[config.mk]
export PLATFORM = sky130hd
export DESIGN_NAME = updown_sweep_ctrl_flat
export DESIGN_NICKNAME = d
export VERILOG_FILES = /design/src/rtl/updown_sweep_ctrl_if.sv /design/src/rtl/updown_sweep_ctrl.sv /design/src/flat_wrapper.sv
export SDC_FILE = /design/constraint.sdc
export NUM_CORES = 1
export LEC_CHECK = 0
export ABC_AREA = 1
export CORE_MARGIN = 4
export CORE_UTILIZATION = 50
export DETAILED_ROUTE_END_ITERATION = 7
export PLACE_DENSITY_LB_ADDON = 0.12
export SYNTH_ARGS = -nofsm -noshare
export SYNTH_HDL_FRONTEND = slang
export SYNTH_SLANG_ARGS = --single-unit
[constraint.sdc]
create_clock -name clk -period 3.8 [get_ports clk]
set_input_delay 0.57 -clock clk [delete_from_list [all_inputs] [get_ports clk]]
set_output_delay 0.57 -clock clk [all_outputs]
set_load 0.01 [all_outputs]
[src/rtl/updown_sweep_ctrl_if.sv]
// Host-side bundle for the triangle sweep sequencer.
// The hold signal exists only when SWEEP_HOLD_EN is defined.
interface updown_sweep_ctrl_if #(
    parameter int WIDTH = 4
);
    logic             start;
    logic             abort;
    logic [WIDTH-1:0] lo;
    logic [WIDTH-1:0] hi;
    logic [7:0]       cycles;
`ifdef SWEEP_HOLD_EN
    logic             hold;
`endif
    logic [WIDTH-1:0] count;
    logic             up_down;
    logic             busy;
    logic             done;
    logic             err;

`ifdef SWEEP_HOLD_EN
    modport master (
        output start, abort, lo, hi, cycles, hold,
        input  count, up_down, busy, done, err
    );
    modport slave (
        input  start, abort, lo, hi, cycles, hold,
        output count, up_down, busy, done, err
    );
`else
    modport master (
        output start, abort, lo, hi, cycles,
        input  count, up_down, busy, done, err
    );
    modport slave (
        input  start, abort, lo, hi, cycles,
        output count, up_down, busy, done, err
    );
`endif
endinterface

[src/rtl/updown_sweep_ctrl.sv]
// Bounded lo->hi->lo triangle sweep sequencer with start/abort/done handshake.
// Optional freeze input enabled by defining SWEEP_HOLD_EN.
module updown_sweep_ctrl #(
    parameter int WIDTH = 4
) (
    input  logic            clk,
    input  logic            reset_n,
    updown_sweep_ctrl_if.slave sw
);
    typedef enum logic [1:0] {
        IDLE = 2'd0,
        UP   = 2'd1,
        DOWN = 2'd2,
        DONE = 2'd3
    } state_t;

    localparam logic [WIDTH-1:0] ONE = {{(WIDTH-1){1'b0}}, 1'b1};

    state_t           state_q, state_d;
    logic [WIDTH-1:0] count_q, count_d;
    logic [WIDTH-1:0] lo_q, lo_d;
    logic [WIDTH-1:0] hi_q, hi_d;
    logic [7:0]       cyc_q, cyc_d;
    logic [7:0]       pcnt_q, pcnt_d;
    logic             up_q, up_d;
    logic             busy_q, busy_d;
    logic             done_q, done_d;
    logic             err_q, err_d;
    logic             hold_w;
    logic [WIDTH-1:0] inc_w;
    logic [WIDTH-1:0] dec_w;
    logic [7:0]       pinc_w;

`ifdef SWEEP_HOLD_EN
    assign hold_w = sw.hold;
`else
    assign hold_w = 1'b0;
`endif

    assign inc_w  = count_q + ONE;
    assign dec_w  = count_q - ONE;
    assign pinc_w = pcnt_q + 8'd1;

    // State and registered outputs; reset forces an idle, upward-facing counter.
    always_ff @(posedge clk) begin
        if (!reset_n) begin
            state_q <= IDLE;
            count_q <= '0;
            lo_q    <= '0;
            hi_q    <= '0;
            cyc_q   <= '0;
            pcnt_q  <= '0;
            up_q    <= 1'b1;
            busy_q  <= 1'b0;
            done_q  <= 1'b0;
            err_q   <= 1'b0;
        end else begin
            state_q <= state_d;
            count_q <= count_d;
            lo_q    <= lo_d;
            hi_q    <= hi_d;
            cyc_q   <= cyc_d;
            pcnt_q  <= pcnt_d;
            up_q    <= up_d;
            busy_q  <= busy_d;
            done_q  <= done_d;
            err_q   <= err_d;
        end
    end

    // Next-state logic; bounds are latched at start so live changes are ignored.
    always_comb begin
        state_d = state_q;
        count_d = count_q;
        lo_d    = lo_q;
        hi_d    = hi_q;
        cyc_d   = cyc_q;
        pcnt_d  = pcnt_q;
        up_d    = up_q;
        busy_d  = busy_q;
        done_d  = 1'b0;
        err_d   = 1'b0;
        unique case (state_q)
            IDLE: begin
                busy_d = 1'b0;
                if (sw.start && !sw.abort) begin
                    if (sw.lo < sw.hi) begin
                        lo_d    = sw.lo;
                        hi_d    = sw.hi;
                        cyc_d   = sw.cycles;
                        count_d = sw.lo;
                        up_d    = 1'b1;
                        pcnt_d  = '0;
                        busy_d  = 1'b1;
                        state_d = UP;
                    end else begin
                        err_d = 1'b1;
                    end
                end
            end
            UP: begin
                if (sw.abort) begin
                    busy_d  = 1'b0;
                    state_d = IDLE;
                end else if (!hold_w) begin
                    count_d = inc_w;
                    if (inc_w == hi_q) begin
                        up_d    = 1'b0;
                        state_d = DOWN;
                    end
                end
            end
            DOWN: begin
                if (sw.abort) begin
                    busy_d  = 1'b0;
                    state_d = IDLE;
                end else if (!hold_w) begin
                    count_d = dec_w;
                    if (dec_w == lo_q) begin
                        if (cyc_q != 8'd0 && pinc_w == cyc_q) begin
                            busy_d  = 1'b0;
                            done_d  = 1'b1;
                            state_d = DONE;
                        end else begin
                            pcnt_d  = pinc_w;
                            up_d    = 1'b1;
                            state_d = UP;
                        end
                    end
                end
            end
            DONE: begin
                busy_d  = 1'b0;
                state_d = IDLE;
            end
            default: begin
                busy_d  = 1'b0;
                state_d = IDLE;
            end
        endcase
    end

    assign sw.count   = count_q;
    assign sw.up_down = up_q;
    assign sw.busy    = busy_q;
    assign sw.done    = done_q;
    assign sw.err     = err_q;
endmodule
[src/flat_wrapper.sv]
// flat-port wrapper written by rule: the top's interface ports become plain ports
module updown_sweep_ctrl_flat 
#(
    parameter int WIDTH = 4
)
  (clk, reset_n, sw_start, sw_abort, sw_lo, sw_hi, sw_cycles, sw_count, sw_up_down, sw_busy, sw_done, sw_err);
  updown_sweep_ctrl_if #(.WIDTH(WIDTH)) sw_i ();
  input  logic clk;
  input  logic reset_n;
  input wire logic [$bits(sw_i.start)-1:0] sw_start;
  input wire logic [$bits(sw_i.abort)-1:0] sw_abort;
  input wire logic [$bits(sw_i.lo)-1:0] sw_lo;
  input wire logic [$bits(sw_i.hi)-1:0] sw_hi;
  input wire logic [$bits(sw_i.cycles)-1:0] sw_cycles;
  output wire logic [$bits(sw_i.count)-1:0] sw_count;
  output wire logic [$bits(sw_i.up_down)-1:0] sw_up_down;
  output wire logic [$bits(sw_i.busy)-1:0] sw_busy;
  output wire logic [$bits(sw_i.done)-1:0] sw_done;
  output wire logic [$bits(sw_i.err)-1:0] sw_err;
  assign sw_i.start = sw_start;
  assign sw_i.abort = sw_abort;
  assign sw_i.lo = sw_lo;
  assign sw_i.hi = sw_hi;
  assign sw_i.cycles = sw_cycles;
  assign sw_count = sw_i.count;
  assign sw_up_down = sw_i.up_down;
  assign sw_busy = sw_i.busy;
  assign sw_done = sw_i.done;
  assign sw_err = sw_i.err;
  updown_sweep_ctrl #(.WIDTH(WIDTH)) u_core (.clk(clk), .reset_n(reset_n), .sw(sw_i));
endmodule
==> results by group <==
Hold path
  – Hold EP: u_core.sw.up_down
  – Hold Path Cell Cnt: 2
  – Min-delay src: u_core.sw.up_down
  – Worst Hold Class: flip-flop to flip-flop

Layout
  – Share of the core filled with cells: 0.607
  – Layout cells sized above 1: 0.0761
  – Post-Layout Cell Count: 420
  – Area of the multi-input gates: 0.00132 mm²
  – Flip-flop and latch area: 681 µm²
  – Fillers: 443
  – # diodes: 0
  – P&R area growth vs syn: 17.8%
  – Layout net count: 398

Floorplanning
  – # IOs: 28
  – Die Width: 74.8 µm
  – Core region area: 0.00432 mm²
  – Initial Util: 0.515
  – Die Ht: 74.8 µm
  – Num rows: 24
  – Die area: 0.00559 mm²

GRT
  – Vias in the first global route: 2080
  – GRT Total Usage: 0.213
  – Initial antenna violation count: 0
  – Global-route wire length before repair: 9290 µm
  – Largest net degree at the start of global routing: 34
  – Total grt overflow: 0

Power
  – VDD IR-drop max: 0.000308 V
  – Static leakage: 1.11 nW
  – Pwr/cell area: 480 mW/mm²
  – Total chip power: 0.00126 W

Synth
  – Cell variety after synth: 33
  – Mapped Nets: 374
  – Synth top area share: 0.305
  – Synthesized area: 0.00223 mm²
  – Ranking of synthesized cells by area: dfxtp_1 31%, nand2_1 15%, inv_1 7.7%, a21oi_1 7.0%, nand3_1 6.5%
  – Post-synth top flop: dfxtp_1
  – Most frequent cell after synthesis: nand2_1
  – Sequential fraction of the synthesis area: 0.305
  – Post-Syn Area per Cell: 6.50 µm²
  – Synth async-reset ratio: 0
  – Synth area leader: dfxtp_1
  – Most frequent cells after synthesis: 90 x nand2_1, 46 x inv_1, 34 x dfxtp_1, 31 x a21oi_1, 29 x nand3_1
  – Cells after synthesis: 343
  – Yosys warning total: 0
  – Synthesized flop and latch total: 34
  – Number of synthesized flops with an enable pin: 0

Clock tree
  – Num CTS Buffers: 5
  – Clock buffer depth: 2
  – CTS tree: built
  – Clock latency on the worst-skew pair: 290 ps
  – # clock sinks: 34
  – Post-cts hold buffer count: 0
  – Post CTS Setup Buffer Count: 0
  – CTS root buffer: clkbuf_8
  – Clock transition at path regs: 70 ps
  – Post-cts sizing count: 0
  – H-tree levels: 2

Worst setup path
  – Worst setup SP type: input pin
  – Max stage delay cell, worst path: nand2_1
  – Worst EP required: 3950 ps
  – Crit. End Element: flip-flop
  – Bufs and invs on worst path: 3
  – Worst path max stage delay: 480 ps
  – Reg-to-reg critical path endpoint: u_core.pcnt_q[7]
  – Reg2Reg Setup Slack: 1220 ps
  – Origin of the critical flop-to-flop path: u_core.sw.count[0]
  – Most frequent CP cell: inv_1
  – Critical path, cell by cell: clkdlybuf4s50_1 > inv_1 > ha_1 > a21boi_0 > o21bai_1 > nand3b_1 > inv_1 > nand2_1 > o21ai_0 > a21oi_1
  – CP max FO: 32
  – Worst Reg-to-Reg Cells: 11
  – Critical Path AT: 2900 ps
  – CP delay by family, top: compound AO/OA/AOI/OAI gates
  – Crit Path Category: input pin to flip-flop

Drt
  – ANT nets after route: 0
  – Drt wl/cell: 12.3 µm
  – DRC violation total after the first TritonRoute iteration: 185
  – Via density per instance: 5.18
  – DRC errors left: 0
  – Drt first pass iters: 4
  – Vias: 2177
  – Routed WL: 5170 µm

Timing
  – Clk_skew: 4.24 ps
  – RSZ-0062 raised after global routing: no
  – Final Hold Vio Count: 0
  – Finish-stage setup viols: 0
  – Slew at the pin closest to its max-slew limit: 1120 ps
  – Slew Limit Headroom: 0.249
  – Max-slew violation count: 0
  – Max Clk Rate: 363 MHz
  – Final worst path period share: 0.724
  – Total Negative Setup Slacks: 0 ps
  – Tmin final: 2750 ps

Placement
  – Placed insts: 412
  – GPL Wtd Cong: 0.900
  – IO buf count: 27
  – Post-DP HPWL: 3770 µm

Job
  – Max_cap viols: 0

Status
  – Outcome: completed
[per-stage QoR]
stage | instance area, µm² | hold WS [ps] | worst slack [ps]
after global routing | 2630 | 486 | 693
after floorplan | 2230 | 443 | 1720
after CTS | 2630 | 466 | 1060
after detailed placement | 2510 | 448 | 752
final | 2630 | 461 | 1050
after global placement | 2510 | 446 | 818
[logic make-up (layout without fill, tap and decap cells)]
family          after synthesis  count (layout)  synth area share
flops                        34              34             0.305
compound gates               64              64             0.156
xor+xnor                      4               4            0.0157
buf+inv                      57              82             0.103
fa+ha+maj                    11              11            0.0618
simple gates                173             173             0.358
[placed cells by master, fill, tap and decap left out, drive strengths merged, types with 3 or more instances in the layout]
cell           count
nand2             93
inv               47
dfxtp             34
nand3             34
nor2              34
a21oi             33
clkdlybuf4s50     27
o21ai             24
ha                11
nand4              6
clkbuf             5
nand3b             3
[flip-flops by register name (all words and copies together), names as in the netlist]
name / cells
u_core.sw.up_down: 1
u_core.sw.done: 1
u_core.sw.err: 1
u_core.sw.count: 4
u_core.state_q: 2
u_core.sw.busy: 1
u_core.lo_q: 4
u_core.hi_q: 4
u_core.cyc_q: 8
u_core.pcnt_q: 8
[metal layers]
metal,vias up,GRT usage,part of all wire
li1,1149,-,-
met1,966,0.273,0.47
met2,50,0.357,0.47
met3,12,0.0374,0.042
met4,0,0.0791,0.022
met5,-,0,0
[layout make-up]
cell class	count	area share
Multi-Input combinational cell	252	0.502
Sequential cell	34	0.259
Timing Repair Buffer	27	0.103
Inverter	47	0.0672
Clock buffer	5	0.0262
Tap cell	52	0.0248
Clock inverter	3	0.0172
[power breakdown]
group	total [W]	internal, W	switching [W]
clock	0.000343	0.000195	0.000148
sequential	0.000462	0.000405	0.0000566
combinational	0.000456	0.000188	0.000268
[worst register-to-register path, stage by stage, from the launching register on]
cell      delay (ps)
dfxtp_1          510
inv_2            140
ha_1             390
inv_1             80
nand2_1           70
nand4_1          100
nor2_2           170
nand3_2          110
a21boi_2         600
nand3_1          160
nand2_1           90
nor2_1            50
[worst max-delay path by stage]
stage,endpoint,cells past startpoint,slack [ps],start
2_1_floorplan,u_core.pcnt_q[5],11,1720,sw_hi[1]
5_1_grt,u_core.cyc_q[0],10,690,sw_hi[1]
3_3_place_gp,u_core.lo_q[0],10,820,sw_hi[1]
6_report,u_core.lo_q[3],10,1050,sw_hi[1]
3_5_place_dp,u_core.lo_q[0],10,750,sw_hi[1]
4_1_cts,u_core.lo_q[3],10,1060,sw_hi[1]
(Power assumes the default switching activity.)
